==> config.mk <==
export PLATFORM = sky130hd
export DESIGN_NAME = mem_access_ctrl
export DESIGN_NICKNAME = d
export VERILOG_FILES = /design/src/rtl/mem_pkg.sv /design/src/rtl/mem_lane_align.sv /design/src/rtl/mem_access_ctrl.sv
export SDC_FILE = /design/constraint.sdc
export NUM_CORES = 1
export LEC_CHECK = 0
export CORE_MARGIN = 3
export CORE_UTILIZATION = 46
export CTS_BUF_LIST = sky130_fd_sc_hd__clkbuf_16
export CTS_CLUSTER_SIZE = 20
export DETAILED_ROUTE_END_ITERATION = 10
export GPL_TIMING_DRIVEN = 0
export PLACE_DENSITY = 0.95
export RECOVER_POWER = 50
export SETUP_SLACK_MARGIN = 0.1
export SYNTH_ARGS = -nofsm -noshare
export SYNTH_HDL_FRONTEND = slang
export SYNTH_SLANG_ARGS = --single-unit
==> constraint.sdc <==
create_clock -name i_clk -period 2.7 [get_ports i_clk]
set_input_delay 0.27 -clock i_clk [delete_from_list [all_inputs] [get_ports i_clk]]
set_output_delay 0.27 -clock i_clk [all_outputs]
set_load 0.005 [all_outputs]
==> src/rtl/mem_pkg.sv <==
// Shared definitions for the MEM-stage access sequencer.
// Provides access-type codes, FSM state encoding and the alignment rule.
// Combinational helpers only; no latency, no backpressure.
package mem_pkg;

  // Access-type codes carried in EX/M bhw_type. Unlisted codes act as word.
  localparam logic [2:0] BHW_B  = 3'b000;
  localparam logic [2:0] BHW_H  = 3'b001;
  localparam logic [2:0] BHW_W  = 3'b010;
  localparam logic [2:0] BHW_BU = 3'b100;
  localparam logic [2:0] BHW_HU = 3'b101;

  typedef enum logic [1:0] {
    ST_IDLE   = 2'd0,
    ST_ACCESS = 2'd1,
    ST_DONE   = 2'd2
  } state_t;

  // Natural alignment: bytes never fault, halfwords need an even address,
  // words (and every undefined code) need a word-aligned address.
  function automatic logic is_aligned(input logic [2:0] bhw_type,
                                      input logic [1:0] addr_lo);
    case (bhw_type)
      BHW_B, BHW_BU: is_aligned = 1'b1;
      BHW_H, BHW_HU: is_aligned = ~addr_lo[0];
      default:       is_aligned = (addr_lo == 2'b00);
    endcase
  endfunction

endpackage

==> src/rtl/mem_lane_align.sv <==
// Byte-lane steering: store byte enables / replicated store data, and load
// lane extraction with sign or zero extension. Purely combinational.
// Ports: i_st_* = store-side type/offset/data -> o_be, o_wdata;
//        i_ld_* = load-side type/offset/memory word -> o_ld_data.
module mem_lane_align
  import mem_pkg::*;
(
  input  logic [2:0]  i_st_type,
  input  logic [1:0]  i_st_off,
  input  logic [31:0] i_st_data,
  output logic [3:0]  o_be,
  output logic [31:0] o_wdata,
  input  logic [2:0]  i_ld_type,
  input  logic [1:0]  i_ld_off,
  input  logic [31:0] i_ld_word,
  output logic [31:0] o_ld_data
);

  logic [7:0]  ld_byte;
  logic [15:0] ld_half;

  always_comb begin
    o_be    = 4'b1111;
    o_wdata = i_st_data;
    case (i_st_type)
      BHW_B, BHW_BU: begin
        o_be    = 4'b0001 << i_st_off;
        o_wdata = {4{i_st_data[7:0]}};
      end
      BHW_H, BHW_HU: begin
        o_be    = i_st_off[1] ? 4'b1100 : 4'b0011;
        o_wdata = {2{i_st_data[15:0]}};
      end
      default: ;
    endcase
  end

  always_comb begin
    case (i_ld_off)
      2'd0:    ld_byte = i_ld_word[7:0];
      2'd1:    ld_byte = i_ld_word[15:8];
      2'd2:    ld_byte = i_ld_word[23:16];
      default: ld_byte = i_ld_word[31:24];
    endcase
    ld_half = i_ld_off[1] ? i_ld_word[31:16] : i_ld_word[15:0];

    case (i_ld_type)
      BHW_B:   o_ld_data = {{24{ld_byte[7]}}, ld_byte};
      BHW_BU:  o_ld_data = {24'd0, ld_byte};
      BHW_H:   o_ld_data = {{16{ld_half[15]}}, ld_half};
      BHW_HU:  o_ld_data = {16'd0, ld_half};
      default: o_ld_data = i_ld_word;
    endcase
  end

endmodule

==> src/rtl/mem_access_ctrl.sv <==
// MEM-stage sequencer: turns the EX/M load/store into one aligned word
// transaction (req held until ack), stalls the pipeline meanwhile, returns
// extended load data in DONE, flags misaligned accesses and timeouts.
// Ports: i_ex_m_* from EX/M; i_dmem_*/o_dmem_* memory handshake;
//        o_stall, o_rdata(_valid), o_misalign, o_timeout to the pipeline.
module mem_access_ctrl
  import mem_pkg::*;
#(
  parameter int unsigned TIMEOUT_CYCLES = 255
) (
  input  logic        i_clk,
  input  logic        i_reset,
  input  logic        i_ex_m_mem_read,
  input  logic        i_ex_m_mem_write,
  input  logic [2:0]  i_ex_m_bhw_type,
  input  logic [31:0] i_ex_m_alu_result,
  input  logic [31:0] i_ex_m_write_data,
  input  logic        i_dmem_ack,
  input  logic [31:0] i_dmem_rdata,
  output logic        o_dmem_req,
  output logic        o_dmem_we,
  output logic [31:0] o_dmem_addr,
  output logic [3:0]  o_dmem_be,
  output logic [31:0] o_dmem_wdata,
  output logic        o_stall,
  output logic [31:0] o_rdata,
  output logic        o_rdata_valid,
  output logic        o_misalign,
  output logic        o_timeout
);

  localparam logic [7:0] CNT_LAST = 8'(TIMEOUT_CYCLES - 1);

  state_t      state_q, state_d;
  logic [7:0]  cnt_q, cnt_d;
  logic [31:0] addr_q, addr_d;
  logic [3:0]  be_q, be_d;
  logic [31:0] wdata_q, wdata_d;
  logic [2:0]  type_q, type_d;
  logic [1:0]  off_q, off_d;
  logic        we_q, we_d;
  logic [31:0] rdata_q, rdata_d;

  logic        acc;
  logic        aligned;
  logic [3:0]  lane_be;
  logic [31:0] lane_wdata;
  logic [31:0] ld_ext;

  // Store side is fed from the live EX/M fields (latched on entry to
  // ACCESS); load side uses the latched type/offset so the lane stays
  // stable while the pipeline is frozen.
  mem_lane_align u_lane (
    .i_st_type (i_ex_m_bhw_type),
    .i_st_off  (i_ex_m_alu_result[1:0]),
    .i_st_data (i_ex_m_write_data),
    .o_be      (lane_be),
    .o_wdata   (lane_wdata),
    .i_ld_type (type_q),
    .i_ld_off  (off_q),
    .i_ld_word (i_dmem_rdata),
    .o_ld_data (ld_ext)
  );

  always_comb begin
    acc     = i_ex_m_mem_read | i_ex_m_mem_write;
    aligned = is_aligned(i_ex_m_bhw_type, i_ex_m_alu_result[1:0]);

    state_d = state_q;
    cnt_d   = cnt_q;
    addr_d  = addr_q;
    be_d    = be_q;
    wdata_d = wdata_q;
    type_d  = type_q;
    off_d   = off_q;
    we_d    = we_q;
    rdata_d = rdata_q;

    o_stall       = 1'b0;
    o_misalign    = 1'b0;
    o_timeout     = 1'b0;
    o_rdata_valid = 1'b0;

    case (state_q)
      ST_IDLE: begin
        cnt_d = '0;
        if (acc) begin
          if (aligned) begin
            o_stall = 1'b1;
            addr_d  = {i_ex_m_alu_result[31:2], 2'b00};
            be_d    = lane_be;
            wdata_d = lane_wdata;
            type_d  = i_ex_m_bhw_type;
            off_d   = i_ex_m_alu_result[1:0];
            we_d    = i_ex_m_mem_write;  // write wins when both are set
            state_d = ST_ACCESS;
          end else begin
            o_misalign = 1'b1;
          end
        end
      end
      ST_ACCESS: begin
        o_stall = 1'b1;
        if (i_dmem_ack) begin
          rdata_d = we_q ? '0 : ld_ext;
          state_d = ST_DONE;
        end else if (cnt_q == CNT_LAST) begin
          o_timeout = 1'b1;
          rdata_d   = '0;
          state_d   = ST_DONE;
        end else begin
          cnt_d = cnt_q + 8'd1;
        end
      end
      ST_DONE: begin
        // EX/M advances at the end of this cycle, so IDLE sees the next
        // instruction and the finished one cannot re-trigger.
        o_rdata_valid = ~we_q;
        state_d       = ST_IDLE;
      end
      default: state_d = ST_IDLE;
    endcase
  end

  always_ff @(posedge i_clk) begin
    if (i_reset) begin
      state_q <= ST_IDLE;
      cnt_q   <= '0;
      addr_q  <= '0;
      be_q    <= '0;
      wdata_q <= '0;
      type_q  <= '0;
      off_q   <= '0;
      we_q    <= 1'b0;
      rdata_q <= '0;
    end else begin
      state_q <= state_d;
      cnt_q   <= cnt_d;
      addr_q  <= addr_d;
      be_q    <= be_d;
      wdata_q <= wdata_d;
      type_q  <= type_d;
      off_q   <= off_d;
      we_q    <= we_d;
      rdata_q <= rdata_d;
    end
  end

  assign o_dmem_req   = (state_q == ST_ACCESS);
  assign o_dmem_we    = o_dmem_req & we_q;
  assign o_dmem_be    = o_dmem_req ? be_q : 4'b0000;
  assign o_dmem_addr  = addr_q;
  assign o_dmem_wdata = wdata_q;
  assign o_rdata      = rdata_q;

endmodule

# Word-level counts from Yosys, hierarchy flattened
# Index checks and enable logic that the tools add are counted.
[word_totals] reg_bits=114 out_inout_bits=106 word_cells=73
[classes] add_sub_neg=1 eq_ne=16 shifts=1 n_mux=29 n_bitwise=4 reduce_logical=13
[op_table] cell="32-bit one-hot mux with 4 select lines" count=1
[op_table] cell="32-bit 2-to-1 mux" count=3
[op_table] cell="32-bit one-hot mux with 2 select lines" count=1
[op_table] cell="8-bit one-hot mux with 3 select lines" count=1
[op_table] cell="16-bit 2-to-1 mux" count=1
[op_table] cell="8-bit 2-to-1 mux" count=2
[op_table] cell="8-bit one-hot mux with 2 select lines" count=1
[op_table] cell="3-bit equality test (second input constant)" count=4
[op_table] cell="1-bit 2-to-1 mux" count=9
[op_table] cell="3-bit AND reduction" count=3
[op_table] cell="8-bit by 1-bit adder with 8-bit output (second input constant)" count=1
[op_table] cell="8-bit equality test (second input constant)" count=1
[op_table] cell="2-bit 2-to-1 mux" count=4
[op_table] cell="4-bit 2-to-1 mux" count=2
[op_table] cell="2-bit inequality test (second input constant)" count=4
[op_table] cell="4-bit one-hot mux with 2 select lines" count=1
[op_table] cell="3-bit by 1-bit equality test with 1-bit output (second input constant)" count=2
[op_table] cell="2-bit zero test" count=3
[op_table] cell="3-bit zero test" count=2
[op_table] cell="2-bit by 1-bit equality test with 1-bit output (second input constant)" count=2
[op_table] cell="2-bit equality test (second input constant)" count=2
[op_table] cell="1-bit one-hot mux with 2 select lines" count=2
[op_table] cell="2-bit one-hot mux with 2 select lines" count=1
[op_table] cell="2-bit nonzero test" count=2
[op_table] cell="7 further kinds" count=9

# Longest topological paths before layout
[logic_depth] depth_word=6 depth_mapped=7 mapped_depth_nobuf=6

# Hierarchy
# A second synthesis with hierarchy kept.
[unflattened] cells_unflattened=633 hier_area_um2=5305.1
[by_module_without_submodules] mod="mem_access_ctrl" n_inst=1 cells_per_inst=464 area_per_inst_um2=4048.9 seq_area_each_um2=2282.2
[by_module_without_submodules] mod="mem_lane_align" n_inst=1 cells_per_inst=169 area_per_inst_um2=1256.2 seq_area_each_um2=0.0

# Worst setup path after synthesis
# OpenSTA, ideal clock, no wires.
[synth_timing] path_type="register -> register" start="register cnt_q[0]" end="register rdata_q[0], in the netlist o_rdata[0]" arrival_time_ns=1.606 path_slack_ns=1.024 path_stages_with_launch=8 synth_period_minus_slack_ns=1.676 cell_sequence="dfxtp_1 > inv_1 > ha_1 > nand3_1 > o21bai_1 > a21oi_1 > clkbuf_1 > o2bb2ai_1"
[synth_between] elab_chain_cells=3
[synth_lines] element="start, declared" line="mem_access_ctrl.sv:35" source="logic [7:0] cnt_q, cnt_d;"
[synth_lines] element="start signal, assigned" line="mem_access_ctrl.sv:138" source="cnt_q <= cnt_d;"
[synth_lines] element="8-bit equality test" line="mem_access_ctrl.sv:107" source="end else if (cnt_q == CNT_LAST) begin"
[synth_lines] element="2-bit nonzero test (no line)"
[synth_lines] element="2-bit AND reduction (no line)"
[synth_lines] element="end signal, assigned" line="mem_access_ctrl.sv:145" source="rdata_q <= rdata_d;"
[synth_lines] element="end, declared" line="mem_access_ctrl.sv:42" source="logic [31:0] rdata_q, rdata_d;"
# No other way between the ends.
# A chain may end at the register's enable or synchronous reset.

# Final worst setup path
[layout_timing] start="input port i_ex_m_bhw_type[1]" end="output port o_stall"
[layout_between] elab_chain_cells=6
[layout_lines] element="start, declared" line="mem_access_ctrl.sv:15" source="input logic [2:0] i_ex_m_bhw_type,"
[layout_lines] element="3-bit by 1-bit equality test with 1-bit output (tied with other cells)" line="mem_pkg.sv:23" source="case (bhw_type)"
[layout_lines] element="2-bit OR reduction" line="mem_pkg.sv:23"
[layout_lines] element="1-bit one-hot mux with 2 select lines *" line="mem_pkg.sv:23"
[layout_lines] element="1-bit 2-to-1 mux *" line="mem_access_ctrl.sv:88" source="if (aligned) begin"
[layout_lines] element="1-bit 2-to-1 mux *" line="mem_access_ctrl.sv:87" source="if (acc) begin"
[layout_lines] element="1-bit one-hot mux with 2 select lines *" line="mem_access_ctrl.sv:84" source="case (state_q)"
[layout_lines] element="end, declared" line="mem_access_ctrl.sv:25" source="output logic o_stall,"
# Every way passes the cells marked *; elsewhere a longest branch is shown, timed or not.

==> impl_results.md <==
* Status: completed
* Ranking of synthesized cells by area: dfxtp_1, nand2_1, a21oi_1, nor2_1, mux2i_1
* CP Cell Sequence: clkdlybuf4s50_1, nor2_1, clkbuf_2, o221ai_4, nand2_1, clkdlybuf4s50_1
* Root Driver: clkbuf_16
* Cell mode on critical path: clkdlybuf4s50_1
* Crit path arrival time at 2.19 ns
* First DRT Iteration DRCs at about 400
* Worst Setup Path Type: in2out
* Routed vias at 5421
* Clock sink count at 114
* Avg WL per Cell at 17.9 um
* GRT Overall Usage at 28.3%
* Grt total ovfl at 0
* Family with the most delay on the worst path: buffers and inverters
* Num CTS Buffers at 17
* Worst slew pin tran at 0.679 ns
* Port buffer count at about 200
* CTS Buffer Depth at 2
* Crit start category: input port
* Residual DRC count at 0
* Number of max-cap violations at 0
* Slew Viols, Final at 0
* Fraction of layout cells with a size suffix above 1 at 7.44%
* Hold-fix buffers at CTS at 0
* Synthesized instance count at 595
* Initial antenna violation count at 1
* Avg Inst Size Synth at about 8.4 um2
* Skew-Pair Late Insertion Delay at 0.41 ns
* Slew headroom at ~55%
* CTS tree: done
* Most common cell in the synthesized netlist: nand2_1
* Die Y at between 100 and 150 um
* Min-Delay Path Class: in2reg
* WP buf/inv at 3
* Crit end category: output port
* Primary FF master, synth: dfxtp_1
* # setup viols final at 0
* Synth Cell Area at 0.00500 mm2
* Fin util at 75.0%
* Rows at 37
* H-Tree Depth at 4
* Fmax at 0.406 GHz
* Initial Utilization at 47.8%
* Crit-path max FO at 18
* Wire length of the first global-routing pass at 26.1 mm
* Largest net degree at the start of global routing at 19
* Vias/cell at between 5 and 6
* Synth-to-layout area growth at 56.9%
* Routed Antenna Nets at 0
* Commonest cells in the netlist: nand2_1, dfxtp_1, a21oi_1
* Distinct cell type count after synthesis at about 50
* Total Neg Setup Slack at 0 ns
* Async set-or-reset flop fraction in the synthesized netlist at 0%
* RD Place Congestion at between 0.8 and 0.9
* Post-synthesis sequential area ratio at 45.7%
* Die ar. at roughly 0.012 mm2
* Post-synth top area cell: dfxtp_1
* Final wirelength at 17.3 mm
* Power density over cell area at 642 mW/mm2
* Critical-path top delay cell: clkdlybuf4s50_1
* Drt pass-1 iters at 6
* Clk_skew at 0.00865 ns
* Number of synthesized flops with an enable pin at 0
* Die W at 110 um
* Synth top area share at between 40% and 50%
* P_leak at 3.11 nW
* CP Data Required Time at 2.43 ns
* RSZ-0062 raised after global routing: no
* Worst vdd ir at 0.709 mV
* Final hold vios at 0
* NumNets Final at 926
* Core Region at around 0.010 mm2
* Vias in the first global route at 5107
* Dpl hpwl at 12.5 mm
* Clock slew at reported path FFs at 0.05 ns
* Synth Warn # at 0
* Period utilisation layout at between 90 and 100%
* Io pins at 210
* Final min period at 2.46 ns
* Post-synthesis register bit count at 114
* Min Hold Slack at 0.407 ns
* Max incr delay on CP at 0.53 ns
tightest hold or removal path, delay by kind of cell:
family	cells	cell delay, ns
and+or+nand+nor	1	0.05
AOI/OAI and AO/OA	1	0.05
buffers and inverters	1	0.39
cells in the final DEF (no fill, tap or decap), types with 2 or more instances in the layout:
| master | n |
|---|---|
| clkdlybuf4s50_1 | 112 |
| mux2_2 | 8 |
| buf_4 | 3 |
| dlygate4sd3_1 | 94 |
| o21a_1 | 8 |
| clkinv_2 | 5 |
| nor2b_1 | 2 |
| buf_6 | 2 |
| buf_1 | 4 |
| nor2_1 | 49 |
| nor3_1 | 11 |
| clkbuf_2 | 2 |
| conb_1 | 2 |
| o31ai_1 | 2 |
| clkbuf_1 | 32 |
| o2bb2ai_1 | 14 |
| nand4_1 | 2 |
| ha_1 | 2 |
| nand2b_1 | 10 |
| or3_1 | 3 |
| a311oi_1 | 10 |
| clkbuf_16 | 17 |
| a21oi_1 | 71 |
| clkinv_1 | 2 |
| and2_1 | 5 |
| o211ai_1 | 9 |
| mux2i_1 | 17 |
| or4_1 | 2 |
| o21ai_0 | 31 |
| a32o_1 | 7 |
| o2bb2ai_2 | 10 |
| bufinv_16 | 4 |
| nand3_1 | 7 |
| a31oi_1 | 2 |
| buf_2 | 4 |
| a211oi_1 | 10 |
| dfxtp_1 | 114 |
| inv_1 | 7 |
| nand2_1 | 119 |
metrics by stage:
stage	area [um2]	std cells	total power [mW]	setup slack, ns
6_report	7840	970	5.03	0.235
5_1_grt	7840	970	5.21	0.107
4_1_cts	7840	969	5.08	0.154
3_5_place_dp	7230	938	2.79	-0.266
3_3_place_gp	7230	938	2.77	-0.269
2_1_floorplan	5000	596	2.28	1.02
cell type report:
type | instances | area (um2)
buffer | 47 | 210
sequential | 114 | 2280
fill | 740 | 2620
inverter | 6 | 22.5
timing repair buffer | 206 | 2060
antenna | 1 | 2.50
multi-input combinational | 428 | 2490
clock buffer | 17 | 425
tap | 136 | 170
clock inverter | 15 | 176
final timing paths:
kind | cells after the start | slack, ns | from | end
worst max-delay path | 6 | 0.24 | i_ex_m_bhw_type[1] | o_stall
worst min-delay path | 3 | 0.41 | i_ex_m_alu_result[30] | o_dmem_addr[30]
worst max register to register | 7 | 0.44 | state_q[0] | o_dmem_wdata[29]
worst min register to register | 2 | 0.45 | o_dmem_addr[31] | o_dmem_addr[31]
report_power, final:
group,internal [mW],switching (mW)
combinational,0.439,0.437
sequential,1.80,0.0626
clock,1.52,0.776
total,3.76,1.28
state kept, by name (all words and copies together) (netlist names):
name	flops
o_dmem_addr	30
o_rdata	32
o_dmem_wdata	32
cnt_q	8
be_q	4
we_q	1
off_q	2
state_q	2
type_q	3
what timing repair did:
item	CTS	global route
pin swaps	0	1
setup buffers	0	0
resized for setup	2	0
hold endpoints to repair	0	0
endpoints found under the setup margin	1	1
logic make-up (layout without fill, tap and decap cells):
| logic type | Yosys count | in the layout | share of synthesized area [%] |
|---|---|---|---|
| AOI/OAI and AO/OA | 182 | 182 | 25.0 |
| buffers and inverters | 54 | 291 | 4.78 |
| and+or+nand+nor | 215 | 215 | 18.3 |
| other | 1 | 3 | 0.0750 |
| muxes | 26 | 26 | 5.51 |
| adders and majority gates | 2 | 2 | 0.501 |
| DFF | 114 | 114 | 45.7 |
| xor gates and xnor gates | 1 | 1 | 0.175 |
metal layers:
layer	vias up	GRT usage [%]	share of wire (%)
met1	2538	33.5	39
met4	0	11.3	3.0
met3	52	9.44	8.3
met2	265	47.1	49
met5	-	0	0
li1	2566	-	-
(Power assumes the default switching activity.)
